### src/rtl/math_unit_seq.sv
// math_unit_seq: registered ADD/SUB/ADC plus iterative shift-add MULU with start/done handshake and held flags.
module math_unit_seq #(
  parameter int WIDTH = 16
) (
  input  logic             clk,
  input  logic             rst,
  input  logic             start,
  input  logic [1:0]       op,
  input  logic [WIDTH-1:0] a,
  input  logic [WIDTH-1:0] b,
  output logic [WIDTH-1:0] result,
  output logic [WIDTH-1:0] result_hi,
  output logic             done,
  output logic             busy,
  output logic             cout,
  output logic             overflow,
  output logic             neg,
  output logic             zero
);
  localparam int CW = $clog2(WIDTH + 1);
  typedef enum logic {IDLE, MUL} state_t;
  state_t state_q, state_d;
  logic [CW-1:0] cnt_q, cnt_d;
  logic [WIDTH-1:0] mcand_q, mcand_d, mplier_q, mplier_d, acc_q, acc_d;
  logic [WIDTH-1:0] result_q, result_d, result_hi_q, result_hi_d;
  logic done_q, done_d, cout_q, cout_d, ovf_q, ovf_d, neg_q, neg_d, zero_q, zero_d;
  logic accept, last, cin;
  logic [WIDTH-1:0] bx, prod_lo;
  logic [WIDTH:0] sum, step;
  always_ff @(posedge clk or posedge rst) begin
    if (rst) state_q <= IDLE;
    else state_q <= state_d;
  end
  always_comb begin
    accept = start && (state_q == IDLE);
    last = (state_q == MUL) && (cnt_q == CW'(1));
    state_d = (state_q == IDLE) ? ((accept && op == 2'b11) ? MUL : IDLE) : (last ? IDLE : MUL);
  end
  always_comb begin
    bx = (op == 2'b01) ? ~b : b;
    cin = (op == 2'b01) ? 1'b1 : (op == 2'b10) ? cout_q : 1'b0;
    sum = {1'b0, a} + {1'b0, bx} + {{WIDTH{1'b0}}, cin};
    // one shift-add step: conditional add into the upper half, then shift {carry,acc,mplier} right
    step = {1'b0, acc_q} + (mplier_q[0] ? {1'b0, mcand_q} : '0);
    prod_lo = {step[0], mplier_q[WIDTH-1:1]};
    mcand_d = mcand_q;
    mplier_d = mplier_q;
    acc_d = acc_q;
    cnt_d = cnt_q;
    result_d = result_q;
    result_hi_d = result_hi_q;
    cout_d = cout_q;
    ovf_d = ovf_q;
    neg_d = neg_q;
    zero_d = zero_q;
    done_d = 1'b0;
    if (accept && op != 2'b11) begin
      result_d = sum[WIDTH-1:0];
      result_hi_d = '0;
      cout_d = sum[WIDTH];
      ovf_d = (a[WIDTH-1] == bx[WIDTH-1]) && (sum[WIDTH-1] != a[WIDTH-1]);
      neg_d = sum[WIDTH-1];
      zero_d = (sum[WIDTH-1:0] == '0);
      done_d = 1'b1;
    end else if (accept) begin
      mcand_d = a;
      mplier_d = b;
      acc_d = '0;
      cnt_d = CW'(WIDTH);
    end
    if (state_q == MUL) begin
      acc_d = step[WIDTH:1];
      mplier_d = prod_lo;
      cnt_d = cnt_q - CW'(1);
      if (last) begin
        result_d = prod_lo;
        result_hi_d = step[WIDTH:1];
        cout_d = |step[WIDTH:1];
        ovf_d = |step[WIDTH:1];
        neg_d = prod_lo[WIDTH-1];
        zero_d = (prod_lo == '0);
        done_d = 1'b1;
      end
    end
  end
  always_ff @(posedge clk or posedge rst) begin
    if (rst) begin
      cnt_q <= '0;
      mcand_q <= '0;
      mplier_q <= '0;
      acc_q <= '0;
      result_q <= '0;
      result_hi_q <= '0;
      done_q <= 1'b0;
      cout_q <= 1'b0;
      ovf_q <= 1'b0;
      neg_q <= 1'b0;
      zero_q <= 1'b0;
    end else begin
      cnt_q <= cnt_d;
      mcand_q <= mcand_d;
      mplier_q <= mplier_d;
      acc_q <= acc_d;
      result_q <= result_d;
      result_hi_q <= result_hi_d;
      done_q <= done_d;
      cout_q <= cout_d;
      ovf_q <= ovf_d;
      neg_q <= neg_d;
      zero_q <= zero_d;
    end
  end
  assign result = result_q;
  assign result_hi = result_hi_q;
  assign done = done_q;
  assign busy = (state_q == MUL);
  assign cout = cout_q;
  assign overflow = ovf_q;
  assign neg = neg_q;
  assign zero = zero_q;
endmodule

### config.mk
export PLATFORM = sky130hd
export DESIGN_NAME = math_unit_seq
export DESIGN_NICKNAME = d
export VERILOG_FILES = /design/src/rtl/math_unit_seq.sv
export SDC_FILE = /design/constraint.sdc
export NUM_CORES = 1
export LEC_CHECK = 0
export ABC_AREA = 1
export CORE_MARGIN = 1
export CORE_UTILIZATION = 57
export CTS_CLUSTER_SIZE = 10
export DETAILED_ROUTE_END_ITERATION = 8
export PLACE_DENSITY = 0.82
export SLEW_MARGIN = 40
export SYNTH_ARGS = -nofsm -noshare
export SYNTH_HDL_FRONTEND = slang
export SYNTH_SLANG_ARGS = --single-unit
### constraint.sdc
create_clock -name clk -period 3.3 [get_ports clk]
set_clock_uncertainty 0.15 [all_clocks]
set_input_delay 0.495 -clock clk [delete_from_list [all_inputs] [get_ports clk]]
set_output_delay 0.495 -clock clk [all_outputs]
set_load 0.02 [all_outputs]
==> run metrics, run 1 <==
main flop type after synthesis dfrtp_1; Post-route DRC 0; area of placed instances 0.007052 sq mm; average size of a mapped cell 7.250 sq um; NumNets Final 992; diode insertion count for antenna repair 0; Logic pwr share 0.556; global route total overflow 0; initial antenna violation count 0; met2 Usage GRT 0.5976; GR Util All Layers 0.3426; I/O pin count 75; count of endpoints failing hold in the final timing report 0; fraction of synthesis flops using an asynchronous set or reset pin 1.000; portion of total power attributed to the clock network 0.137; number of vias in the routed layout 5934; post-CTS setup repair buffer count 0; Reg2Reg Capture Point cout; Hold/Removal Path Class reg -> reg; Synth warnings 0; Max Cap Violations 0; Iter 0 DRT Violations 435; first-pass iteration count of the detailed router 5; CTS Sinks 91; crit path time final 3090 ps; routability-driven placement congestion ratio 1.062; setup repair after global routing missed its margin no; max-slew violations 0; launch point of the critical path op[1]; number of clock buffers inserted by TritonCTS 9; area of the mapped netlist 0.005959 sq mm; area enclosed by the die boundary 0.01087 sq mm; placement row count 36; reg2reg setup slack 470 ps; layout cells sized above 1 0.09091; routed vias/inst 5.614; Crit path required time 3420 ps; Most Crowded Layer GR met2; estimated wirelength of the detail-placed design 13880 um; Slew @ Worst Pin 550.7 ps; clock latency reported for the late side of the worst-skew pair 370 ps; post-route clock period utilization 0.9363; worst vdd ir 489.0 uV; internal power contribution 3.460 mW; starting density of the core 0.5987; global routing usage on met1 0.4117; critical path endpoint zero; Layout area overhead 22.44%; routed wire length 17840 um; switching power 3.025 mW; proportion of total power due to net switching 0.4665; number of global-route vias before repair 6020; crit path kind in -> reg; Port Buffers 74; crit path DAT 3210 ps; Leak 3.815 nW; power density of the placed cells 888.7 mW/mm^2; Hold Buf Count CTS 0; final core occ 0.7330; number of enable flip-flop cells after synthesis 0; buffer type at the clock tree root clkbuf_8; count of placed standard cells including taps 1041; Worst R2R Start mplier_q[0]; global-route wire length before repair 29030 um; CP Capture Type flop; worst slew margin relative to its limit 0.6329; wire length per cell after detailed routing 16.87 um; Register-to-Register Path Depth 17; total nets after synthesis 895; # resized after CTS 0; post-synthesis sequential area ratio 0.3821; ANT nets after route 0; clock slew at the register clock pins of the worst setup and hold paths 100 ps; number of failing setup endpoints in the final timing report 0; H-tree depth 3; pre-CTS WS -75.78 ps; power share of the sequential group 0.308; # fillers 777; overall power consumption 6.485 mW; post-synth cell types 42; chip width 104.3 um; CTS tree yes; largest net degree at the start of global routing 45; final setup slack of the worst path 210.0 ps; Max Fanout on Critical Path 8; worst hold stages 2; summed area of non-filler cells in the final layout 0.007297 sq mm; Highest Clock Rate 323.6 MHz; cell count after synthesis 822; GR Util met3 0.04261; status complete, no violations; die height 104.3 um; final standard cell count with taps included and fillers excluded 1057; CP startpoint kind input port; Clock Path Buffers 2; flip-flop and latch count after synthesis 91; area of the core 0.009955 sq mm
## cell type report
class                      count  area [sq um]  area share
clock inverter                 6         96.34     0.01320
timing repair buffer         107          1013      0.1389
multi-input combinational    582          3122      0.4278
tap                          133         166.4     0.02281
sequential                    91          2277      0.3121
inverter                     128         484.2     0.06636
clock buffer                  10         137.6     0.01886
## layer usage
layer	wire length, um	part of all wire
met5	0	0
met3	1070	0.060
met2	8912	0.50
met4	785	0.044
met1	7067	0.40
## state kept, by name (all words and copies together) (netlist names)
register   count
acc_q         16
mcand_q       16
mplier_q      16
result        16
result_hi     16
cnt_q          5
busy           1
cout           1
done           1
neg            1
overflow       1
zero           1
## how the worst min path moves through the flow
stage | slack, ps | from | to
global placement | 310 | mcand_q[15] | mcand_q[15]
floorplan | 290 | mcand_q[10] | mcand_q[10]
CTS | 330 | mcand_q[11] | mcand_q[11]
global route | 340 | mcand_q[11] | mcand_q[11]
detailed placement | 310 | mcand_q[15] | mcand_q[15]
finish | 330 | mcand_q[11] | mcand_q[11]
## placed cells by master (no fill, tap or decap), types with 11 or more instances in the layout
cell,instances
clkdlybuf4s50_1,74
xnor2_1,12
nand2_1,269
inv_1,121
o21ai_0,43
xor2_1,13
nand3_1,32
o221ai_1,11
a21oi_1,35
nand2_2,13
o22ai_1,18
nor2_1,46
dfrtp_1,91
ha_1,33
buf_4,31
## power groups by stage
stage	sequential, mW	clock, mW	combinational [mW]
after floorplan	2.12	0	2.11
after global placement	1.97	0	3.45
after detailed placement	2.00	0	3.53
after CTS	1.98	0.891	3.56
after global routing	2.04	0.932	3.97
final	2.00	0.885	3.60
## critical path, cell delays in order
cell and delay (ps):
clkdlybuf4s50_1 480, inv_1 50, nand2_1 210, buf_4 250
xor2_1 310, ha_1 290, nand3_1 80, nand2_1 140
nand2_1 100, nand2_1 100, xor2_1 340, nor2_1 90
nand3_1 90, nor2_1 50, nand2_1 60, nand2_1 60
## per-stage QoR
step                      hold slack [ps]  setup TNS [ps]
after floorplan                     291.7               0
after global placement              305.9               0
final                               327.6               0
after detailed placement            307.8          -356.2
after global routing                343.5               0
after CTS                           330.0               0
## cell usage after synthesis, drive strengths merged, types with 6 or more instances
cell type  number  area (sq um)
ha             33         412.9
o221ai         11         96.34
a21oi          36         183.9
nand4          10         62.56
o22ai          18         112.6
o21ai          44         220.2
nand3          37         212.7
nand3b          8         60.06
inv           126         473.0
clkbuf         15         56.30
xor2           13         113.9
xnor2          12         105.1
dfrtp          91          2277
nor2           50         197.7
nand2         282          1091
buf             6         32.53
## kinds of logic after synthesis
logic type | synth area share
AND/OR/NAND/NOR | 0.2887
adder cells (fa/ha/maj) | 0.07936
XOR/XNOR | 0.03674
buffers and inverters | 0.09574
AO/OA/AOI/OAI | 0.1174
flip-flops | 0.3821
Note: power is estimated with default switching activity, not from simulation.
==> run 2, diff against run 1 <==
CTS_BUF_LIST = sky130_fd_sc_hd__clkbuf_16   (was default)
==> run 2 against run 1 <==
Final area is 1.4% higher. Maximum frequency is 0.63% higher. Register-to-register slack worse by 70 ps. Clock power is 29% higher. Cell count stayed put. Utilization is 0.99 points higher. Sequential power hardly changed. Combinational power hardly changed. Global-route usage is 0.47 points higher. Worst hold slack worse by 3.7 ps. Routed wire length is 1.4% higher. Non-clock buffer count stayed put. Largest cell class unchanged. Highest routed layer unchanged.
==> run metrics, run 2 (synthesis results as in run 1) <==
post-route setup TNS 0 ps; final core occ 0.7430; Hold/Removal Path Class reg -> reg; initial antenna violation count 0; Port Buffers 74; count of placed standard cells including taps 1041; Crit path required time 3440 ps; Max Cap Violations 0; placement row count 36; Register-to-Register Path Depth 17; leading cell types in the layout, fill and taps excluded nand2_1 (269), inv_1 (121), dfrtp_1 (91); count of endpoints failing hold in the final timing report 0; overall power consumption 6.760 mW; max-slew violations 0; power density of the placed cells 914.0 mW/mm^2; final standard cell count with taps included and fillers excluded 1057; cell with the most instances on the worst path nand2_1; reg2reg setup slack 400 ps; crit path kind in -> reg; GR Util All Layers 0.3473; ANT nets after route 0; setup repair after global routing missed its margin no; starting density of the core 0.5987; CP Capture Type flop; Post-route DRC 0; number of vias in the routed layout 5998; clock slew at the register clock pins of the worst setup and hold paths 70 ps; H-tree depth 3; number of failing setup endpoints in the final timing report 0; first-pass iteration count of the detailed router 5; leading cell type in the layout, fill and taps excluded nand2_1; pre-CTS WS -75.78 ps; CTS tree yes; Clock Path Buffers 2; routed vias/inst 5.675; area of the core 0.009955 sq mm; total stage count of the critical path 16; worst slew margin relative to its limit 0.6296; CP bufs+invs 3; crit path time final 3071 ps; largest delay contributor family on the critical path simple AND/OR/NAND/NOR gates; largest net degree at the start of global routing 45; buffer type at the clock tree root clkbuf_16; CTS Sinks 91; Slew @ Worst Pin 550.5 ps; master of the slowest instance on the critical path clkdlybuf4s50_1; number of clock buffers inserted by TritonCTS 9; Highest Clock Rate 325.7 MHz; die height 104.3 um; max incr delay on CP 480 ps; estimated wirelength of the detail-placed design 13880 um; Layout area overhead 24.10%; area enclosed by the die boundary 0.01087 sq mm; I/O pin count 75; worst vdd ir 497.2 uV; area of placed instances 0.007052 sq mm; global-route wire length before repair 29330 um; critical path, cell by cell clkdlybuf4s50_1 -> inv_1 -> nand2_1 -> buf_4 -> xnor2_1 -> ha_1 -> nand2_1 -> o21ai_0 -> a21oi_1 -> nand2_1 -> nand2_1 -> nand2_1 -> nand2_1 -> nor2_1 -> nand2_1 -> nand2_1; chip width 104.3 um; layout cells sized above 1 0.09091; summed area of non-filler cells in the final layout 0.007396 sq mm; post-route clock period utilization 0.9305; Max Fanout on Critical Path 8; status complete, no violations; clock latency reported for the late side of the worst-skew pair 350 ps; routed wire length 18090 um; diode insertion count for antenna repair 0; Iter 0 DRT Violations 425; Leak 3.857 nW; # fillers 755; Hold Buf Count CTS 0; worst hold stages 2; NumNets Final 992; crit path DAT 3210 ps; CP startpoint kind input port; number of global-route vias before repair 6095; global route total overflow 0; final setup slack of the worst path 229.4 ps; routability-driven placement congestion ratio 1.062; wire length per cell after detailed routing 17.11 um; final hold slack 323.9 ps
-- run 2: cell count changes in the layout (fill, tap and decap cells not counted), sizes merged --
| cell | change |
|---|---|
| clkinv | +1 |
| clkbuf | -1 |
-- run 2: worst paths after layout --
check	start	end
setup / recovery	op[1]	zero
hold / removal	mcand_q[11]	mcand_q[11]
setup reg to reg	mcand_q[0]	cout
hold reg to reg	mcand_q[11]	mcand_q[11]
max in group asynchronous	rst	result_hi[6]
min in group asynchronous	rst	acc_q[1]
-- run 2: area by class of cell --
type,count,area [sq um],area share
Tap cell,133,166.4,0.02250
Inverter,128,484.2,0.06547
Multi-Input combinational cell,582,3129,0.4231
Sequential cell,91,2277,0.3079
Clock buffer,9,225.2,0.03045
Clock inverter,7,100.1,0.01353
Timing Repair Buffer,107,1013,0.1370
-- run 2: worst register-to-register path, stage by stage, from the launching register on --
cell and delay (ps):
dfrtp_1 360, nand2_1 60, inv_1 50, ha_1 240, inv_1 80, fa_1 410
inv_1 150, nand3_1 80, nand2_1 140, nand2_1 100, nand2_1 120, nand2_1 60
nand2_1 160, nand2_1 110, nor3_2 220, nand3_1 120, nand2_1 100, nand2_1 70
-- run 2: layer usage --
layer | up-vias | wire [um] | track usage
met2 | 300 | 9089 | 0.6095
met4 | 0 | 753 | 0.1765
li1 | 2833 | - | -
met3 | 60 | 1250 | 0.06391
met1 | 2805 | 6995 | 0.4052
met5 | - | 0 | 0
-- run 2: power breakdown --
part / switching, mW / internal [mW] / leakage [nW]
Combinational: 2.24 / 1.38 / 2.60
Clock: 0.466 / 0.670 / 0.156
Sequential: 0.373 / 1.62 / 1.11
Total: 3.08 / 3.68 / 3.86
-- run 2: what timing repair did --
action	in CTS	in global routing
gates resized for setup	0	5
setup buffers	0	0
setup endpoints to repair	0	1
